File: src/rtl/unary_emitter_pkg.sv
// Shared state encoding for the count-to-bitstream emitter.
// The encoding is kept in a package so other blocks can decode the same codes.
package unary_emitter_pkg;

  typedef enum logic [1:0] {
    ST_IDLE = 2'd0,
    ST_EMIT = 2'd1,
    ST_DONE = 2'd2
  } state_t;

endpackage

File: src/rtl/ripple_decrementer.sv
// Combinational a-1 built from a chain of half-subtractor cells, plus a zero flag on a.
module ripple_decrementer #(
  parameter int WIDTH = 4
) (
  input  logic [WIDTH-1:0] a,
  output logic [WIDTH-1:0] diff,
  output logic             zero
);

  // Borrow enters bit 0 as the constant 1 being subtracted.
  always_comb begin
    logic borrow;
    borrow = 1'b1;
    diff   = '0;
    for (int i = 0; i < WIDTH; i++) begin
      diff[i] = a[i] ^ borrow;
      borrow  = ~a[i] & borrow;
    end
  end

  assign zero = ~|a;

endmodule

File: src/rtl/unary_emitter.sv
// Converts a loaded count into that many consecutive 1s on out_bit, one per clock,
// followed by a single-cycle done pulse. pause stretches the burst; flush aborts it.
module unary_emitter
  import unary_emitter_pkg::*;
#(
  parameter int WIDTH = 4
) (
  input  logic             clk,
  input  logic             rst,
  input  logic             load_valid,
  output logic             load_ready,
  input  logic [WIDTH-1:0] load_count,
  input  logic             pause,
  input  logic             flush,
  output logic             out_bit,
  output logic [WIDTH-1:0] remaining,
  output logic             busy,
  output logic             done
);

  state_t           state;
  state_t           state_next;
  logic [WIDTH-1:0] remaining_next;
  logic [WIDTH-1:0] rem_dec;
  logic             rem_zero;
  logic             accept;

  ripple_decrementer #(.WIDTH(WIDTH)) u_dec (
    .a    (remaining),
    .diff (rem_dec),
    .zero (rem_zero)
  );

  // rst gates load_ready so every output reads zero while reset is held.
  assign load_ready = (state == ST_IDLE) & ~rst;
  assign accept     = load_valid & load_ready & ~flush;
  assign out_bit    = (state == ST_EMIT) & ~pause;
  assign busy       = (state != ST_IDLE);
  assign done       = (state == ST_DONE);

  always_comb begin
    state_next     = state;
    remaining_next = remaining;
    case (state)
      ST_IDLE: begin
        if (accept) begin
          remaining_next = load_count;
          state_next     = (load_count != '0) ? ST_EMIT : ST_DONE;
        end
      end
      ST_EMIT: begin
        // Decrement only on an emitted 1; the zero guard prevents wrap-around.
        if (out_bit && !rem_zero) begin
          remaining_next = rem_dec;
          if (rem_dec == '0) state_next = ST_DONE;
        end
      end
      ST_DONE: begin
        remaining_next = '0;
        state_next     = ST_IDLE;
      end
      default: begin
        remaining_next = '0;
        state_next     = ST_IDLE;
      end
    endcase
    if (flush) begin
      remaining_next = '0;
      state_next     = ST_IDLE;
    end
  end

  always_ff @(posedge clk or posedge rst) begin
    if (rst) begin
      state     <= ST_IDLE;
      remaining <= '0;
    end else begin
      state     <= state_next;
      remaining <= remaining_next;
    end
  end

endmodule
File: config.mk
export PLATFORM = sky130hd
export DESIGN_NAME = unary_emitter
export DESIGN_NICKNAME = d
export VERILOG_FILES = /design/src/rtl/unary_emitter_pkg.sv /design/src/rtl/ripple_decrementer.sv /design/src/rtl/unary_emitter.sv
export SDC_FILE = /design/constraint.sdc
export NUM_CORES = 1
export LEC_CHECK = 0
export BUFFER_PORTS_ARGS = -buffer_cell sky130_fd_sc_hd__buf_4
export CAP_MARGIN = 30
export CORE_AREA = 4 4 41 43
export DETAILED_ROUTE_END_ITERATION = 16
export DIE_AREA = 0 0 45 47
export HOLD_SLACK_MARGIN = 0.1
export PLACE_DENSITY = 0.69
export RECOVER_POWER = 50
export SYNTH_ARGS = -nofsm -noshare
export SYNTH_HDL_FRONTEND = slang
export SYNTH_SLANG_ARGS = --single-unit
File: constraint.sdc
create_clock -name clk -period 1.5 [get_ports clk]
set_clock_uncertainty 0.2 [all_clocks]
set_input_delay 0.075 -clock clk [delete_from_list [all_inputs] [get_ports clk]]
set_output_delay 0.075 -clock clk [all_outputs]
set_load 0.01 [all_outputs]
==> impl_metrics.json, run 1 <==
{
  "finalSetupViolations": 5,
  "clkSlewWorstSetupHoldPaths_ns": 0.05,
  "placed_area_sq_um": 643,
  "hold_end": "state[1]",
  "seq_area_frac_synth": 0.348,
  "final_nets": 97,
  "finalSetupTns_ns": -0.207,
  "fin_ws_ns": -0.0508,
  "grt_remaining_overflow": 0,
  "whs_ns": 0.142,
  "worstPathCellList": "inv_2 > ha_4 > nor3b_4 > o22ai_4 > o2111ai_2 > o31ai_1",
  "start_util": 0.332,
  "cp_max_fo": 6,
  "crit_buf_inv": 1,
  "first_iter_violations": 12,
  "power_density_nw_per_um2": 730,
  "die_height_um": 47,
  "min_period_over_period": 1.03,
  "diodes": 0,
  "ys_seq_elements": 6,
  "violations": "setup timing",
  "cts.sinks": 6,
  "cts_root_buf": "clkbuf_4",
  "layout_commonest_cell": "buf_4",
  "hp-start": "pause",
  "stdcell_area_sq_um": 787,
  "area_growth_pct": 82.3,
  "fin_crit_ns": 1.55,
  "ys_warn_count": 0,
  "worstReg2RegStart": "remaining[1]",
  "final_core_util": 0.605,
  "rr_worst_depth": 6,
  "tritoncts": "done",
  "hp-class": "in2reg",
  "grt_use_total": 0.145,
  "grt_start_max_net_pins": 12,
  "crit_family": "flip-flops",
  "dp_hpwl_um": 925,
  "rows": 13,
  "crit_arrival_ns": 1.48,
  "dr.pass1.iters": 4,
  "synthCells": 50,
  "insertion_delay_ns": 0.25,
  "final-hold-violation-count": 0,
  "grt_pass1_vias": 479,
  "tightest_slew_ns": 0.490,
  "vias": 515,
  "relSlewSlack": 0.672,
  "clock_path_buffers": 2,
  "cp.required_ns": 1.43,
  "routed_wl_um": 1420,
  "status": "finished with violations",
  "setup.worst_path.start_class": "flop",
  "io_pins": 17,
  "gp_congestion": 0.806,
  "antenna_found_initial": 0,
  "cts_buffers": 3,
  "hold_depth": 5,
  "dieArea_sq_um": 2120,
  "core_area_sq_um": 1300,
  "r2r-end": "remaining[2]",
  "post_drt_wl_per_cell_um": 14.5,
  "crit_slowest_cell": "dfrtp_1",
  "path_class": "reg2reg",
  "port_buffers": 16,
  "synth_fp_nets": 62,
  "rsz0062_at_grt": "yes",
  "drc": 0,
  "max_freq_mhz": 645,
  "htreeDepth": 1,
  "layout_common_cells": "25 x buf_4, 7 x nor2_1, 6 x dlygate4sd3_1, 6 x dfrtp_1, 5 x nand2_1",
  "ant_nets": 0,
  "endpoint_kind": "flop",
  "viasPerCell": 5.26,
  "instances_no_fill": 98,
  "placed_cells_incl_taps": 85,
  "slew_violations": 0,
  "drive_gt1_frac": 0.494,
  "syn_area_per_cell_sq_um": 8.63,
  "maxCapViolations": 0,
  "peakVddDrop_mv": 0.523,
  "r2r_setup_slack_ns": -0.05,
  "max_stage_delay_ns": 0.38,
  "p_leak_nw": 0.377,
  "grt_pass1_wl_um": 2190,
  "synth_cell_types": 23,
  "syn-cell-area_sq_um": 432,
  "die_w_um": 45
}
## report_power, final
| group | internal (W) | switching (W) |
|---|---|---|
| logic | 0.000129 | 0.000103 |
| registers | 0.000172 | 0.0000100 |
| clock network | 0.0000912 | 0.0000689 |
| total | 0.000392 | 0.000182 |
## cells in the mapped netlist
cell type  instances  area, sq um
a21oi_1            1         5.00
dfrtp_1            6          150
o22ai_2            1         12.5
nor3b_2            1         12.5
a211oi_1           1         7.51
xnor2_1            1         8.76
nand4_1            1         6.26
o21ai_0            1         5.00
clkbuf_1           1         3.75
inv_1              6         22.5
nand2_1            5         18.8
o2111ai_1          3         26.3
nand2b_1           1         6.26
o211a_1            1         10.0
mux2i_1            1         10.0
a41oi_1            1         8.76
or2_2              3         18.8
ha_1               3         37.5
nor2_1             7         26.3
nor4_1             2         12.5
nor2b_1            1         6.26
nand2b_2           1         8.76
o31ai_1            1         7.51
## area by class of cell
class	instances	area, sq um
multi-input cells	37	325
well taps	15	18.8
fillers	121	514
repair buffers	31	248
inverters	6	22.5
flip-flops and latches	6	150
clock buffers	3	22.5
## sequential cells by signal, summed over array words and instances (netlist names)
register and count:
remaining 4, state 2
## per-layer routing
metal	part of all wire	global-route usage	vias to the layer above	routed length [um]
met4	0.0063	0.0702	0	9
met5	0	0	-	0
met2	0.51	0.223	29	724
met1	0.40	0.192	240	573
li1	-	-	244	-
met3	0.081	0.0307	2	116
## cell families (layout without fill, tap and decap cells)
group           count (synthesis)  in the layout  share of synthesized area
compound gates                 10             10                      0.191
flops                           6              6                      0.348
buf+inv                         7             40                     0.0609
xor+xnor                        1              1                     0.0203
simple gates                   22             22                      0.270
mux                             1              1                     0.0232
fa+ha+maj                       3              3                     0.0870
## worst min-delay path, stage by stage
cell and delay [ns]:
buf_4 0.07, nand2b_2 0.16, nor2_1 0.07, nand4_1 0.11, a21oi_1 0.07
## worst max-delay path by stage
| stage | cells after the start | end | slack (ns) | startpoint |
|---|---|---|---|---|
| floorplan | 6 | remaining[0] | -0.04 | remaining[0] |
| global placement | 6 | state[0] | -0.06 | remaining[0] |
| detailed placement | 6 | remaining[3] | -0.09 | remaining[0] |
| CTS | 6 | remaining[0] | -0.03 | remaining[0] |
| global route | 6 | remaining[3] | -0.14 | remaining[0] |
| finish | 6 | remaining[2] | -0.05 | remaining[1] |
## through the flow
stage / total power (W) / setup WS [ns]
6_report: 0.000574 / -0.0508
3_3_place_gp: 0.000363 / -0.0600
2_1_floorplan: 0.000291 / -0.0421
3_5_place_dp: 0.000365 / -0.0854
4_1_cts: 0.000547 / -0.0281
5_1_grt: 0.000606 / -0.140
## what timing repair did
| item | CTS | global route |
|---|---|---|
| hold buffers | 5 | 1 |
| buffers inserted | 2 | 2 |
| pin swaps | 5 | 2 |
| hold endpoints to repair | 12 | 3 |
| endpoints found under the setup margin | 5 | 7 |
| cloned | 0 | 0 |
| gates resized for setup | 4 | 1 |
No activity file was read; power rests on OpenSTA's default activity.
==> run 2: changes to the inputs <==
REMOVE_ABC_BUFFERS = 1   (was not set)
==> impl_metrics.json, run 2 (same netlist as run 1, synthesis figures left out) <==
{
  "grt_remaining_overflow": 0,
  "tritoncts": "done",
  "drc": 0,
  "rows": 13,
  "regMostFlops": "remaining",
  "vias": 494,
  "endpoint_kind": "flop",
  "grt_pass1_wl_um": 2320,
  "cts.sinks": 6,
  "ant_nets": 0,
  "finalSetupViolations": 6,
  "worstReg2RegStart": "remaining[0]",
  "peakVddDrop_mv": 0.441,
  "place_ws_ns": -0.105,
  "cts_hold_buf": 5,
  "max_stage_delay_ns": 0.39,
  "layout_commonest_cell": "buf_4",
  "routed_wl_um": 1430,
  "min_period_over_period": 1.05,
  "setup.worst_path.start_class": "flop",
  "dr.pass1.iters": 4,
  "rsz0062_at_grt": "yes",
  "fillers": 112,
  "rr_worst_depth": 6,
  "cp.required_ns": 1.41,
  "layout_common_cells": "28 x buf_4, 6 x nor2_1, 6 x dfrtp_1",
  "fin_crit_ns": 1.57,
  "antenna_found_initial": 0,
  "insertion_delay_ns": 0.24,
  "grt_start_max_net_pins": 12,
  "r2r-end": "remaining[1]",
  "status": "finished with violations",
  "first_iter_violations": 8,
  "die_height_um": 47,
  "met2WireLength_um": 806,
  "crit_arrival_ns": 1.48,
  "dieArea_sq_um": 2120,
  "largest_reg_flops": 4,
  "hp-class": "in2reg",
  "post_drt_wl_per_cell_um": 14.3,
  "crit_slowest_cell": "dfrtp_1",
  "power_density_nw_per_um2": 687,
  "start_util": 0.332,
  "grt_pass1_vias": 503,
  "die_w_um": 45,
  "hold_depth": 3,
  "wl_met3_um": 45,
  "grt_use_total": 0.158,
  "htreeDepth": 1,
  "port_buffers": 16,
  "violations": "setup timing",
  "final_nets": 99,
  "diodes": 0,
  "max_freq_mhz": 637,
  "final-hold-violation-count": 0,
  "path_class": "reg2reg",
  "hold_end": "state[0]",
  "area_growth_pct": 84.9,
  "viasPerCell": 4.94,
  "cp_max_fo": 6,
  "dp_hpwl_um": 927,
  "r2r_setup_slack_ns": -0.07,
  "routed.top_layer": "met4",
  "tightest_slew_ns": 0.528,
  "gp_congestion": 0.854,
  "cts_root_buf": "clkbuf_4",
  "final_core_util": 0.613,
  "p_leak_nw": 0.384,
  "hp-start": "flush",
  "core_area_sq_um": 1300,
  "clock_path_buffers": 2,
  "drt-met1-wl_um": 544,
  "io_pins": 17,
  "reg_top3": "remaining: 4 flops, state: 2 flops",
  "worstPathCellList": "inv_2 > ha_4 > nor3b_4 > o22ai_4 > nor2_1 > a211oi_2",
  "slew_violations": 0,
  "relSlewSlack": 0.646,
  "clkSlewWorstSetupHoldPaths_ns": 0.04,
  "cts_buffers": 3,
  "maxCapViolations": 0,
  "drive_gt1_frac": 0.565,
  "fin_ws_ns": -0.0702
}
[run 2: changes by cell type in the layout (fill, tap and decap cells not counted), sizes merged]
| cell | delta |
|---|---|
| buf | +3 |
| dlygate4sd3 | -1 |
[run 2: how the worst max path moves through the flow]
stage / slack [ns] / start / depth (start not counted) / endpoint
5_1_grt: -0.14 / remaining[0] / 6 / remaining[2]
3_3_place_gp: -0.08 / remaining[1] / 6 / remaining[1]
3_5_place_dp: -0.11 / remaining[0] / 6 / remaining[1]
6_report: -0.07 / remaining[0] / 6 / remaining[1]
2_1_floorplan: -0.1 / remaining[0] / 6 / remaining[1]
4_1_cts: -0.03 / remaining[0] / 6 / remaining[2]
[run 2: report_power, final]
| group | switching (W) | internal (W) |
|---|---|---|
| sequential | 0.0000103 | 0.000172 |
| clock | 0.0000549 | 0.0000903 |
| combinational | 0.000101 | 0.000119 |
| total | 0.000166 | 0.000382 |
[run 2: layout make-up]
| class | instances | area, sq um | share of cell area |
|---|---|---|---|
| tap | 15 | 18.8 | 0.0235 |
| clock buffer | 3 | 22.5 | 0.0282 |
| multi-input combinational | 37 | 324 | 0.406 |
| timing repair buffer | 33 | 260 | 0.326 |
| inverter | 6 | 22.5 | 0.0282 |
| sequential | 6 | 150 | 0.188 |
[run 2: per-layer routing]
metal	vias to the layer above	global-route usage
met5	-	0
met3	5	0.0230
met2	11	0.277
li1	249	-
met1	229	0.184
met4	0	0.0877
[run 2: worst max-delay path, delay by kind of cell, from the launching register on]
family                   cells  cell delay, ns
AO/OA/AOI/OAI                2            0.19
adder cells (fa/ha/maj)      1            0.14
buffers and inverters        1            0.08
flip-flops                   1            0.39
AND/OR/NAND/NOR              2            0.43
[run 2: repair_timing]
action | 4_1_cts | 5_1_grt
buffers inserted | 1 | 4
pin swaps | 5 | 5
gates resized for setup | 11 | 4
setup endpoints to repair | 6 | 7
endpoints found under the hold margin | 12 | 6
[run 2: through the flow]
| step | power (W) | std cells | TNS [ns] | hold WS [ns] | instance area [sq um] |
|---|---|---|---|---|---|
| after floorplan | 0.000262 | 49 | -0.454 | -0.334 | 428 |
| after global placement | 0.000337 | 87 | -0.338 | -0.174 | 619 |
| after detailed placement | 0.000339 | 87 | -0.461 | -0.171 | 619 |
| after CTS | 0.000532 | 96 | -0.0933 | -0.0219 | 748 |
| after global routing | 0.000588 | 100 | -0.701 | 0.0112 | 798 |
| final | 0.000548 | 100 | -0.288 | 0.0123 | 798 |
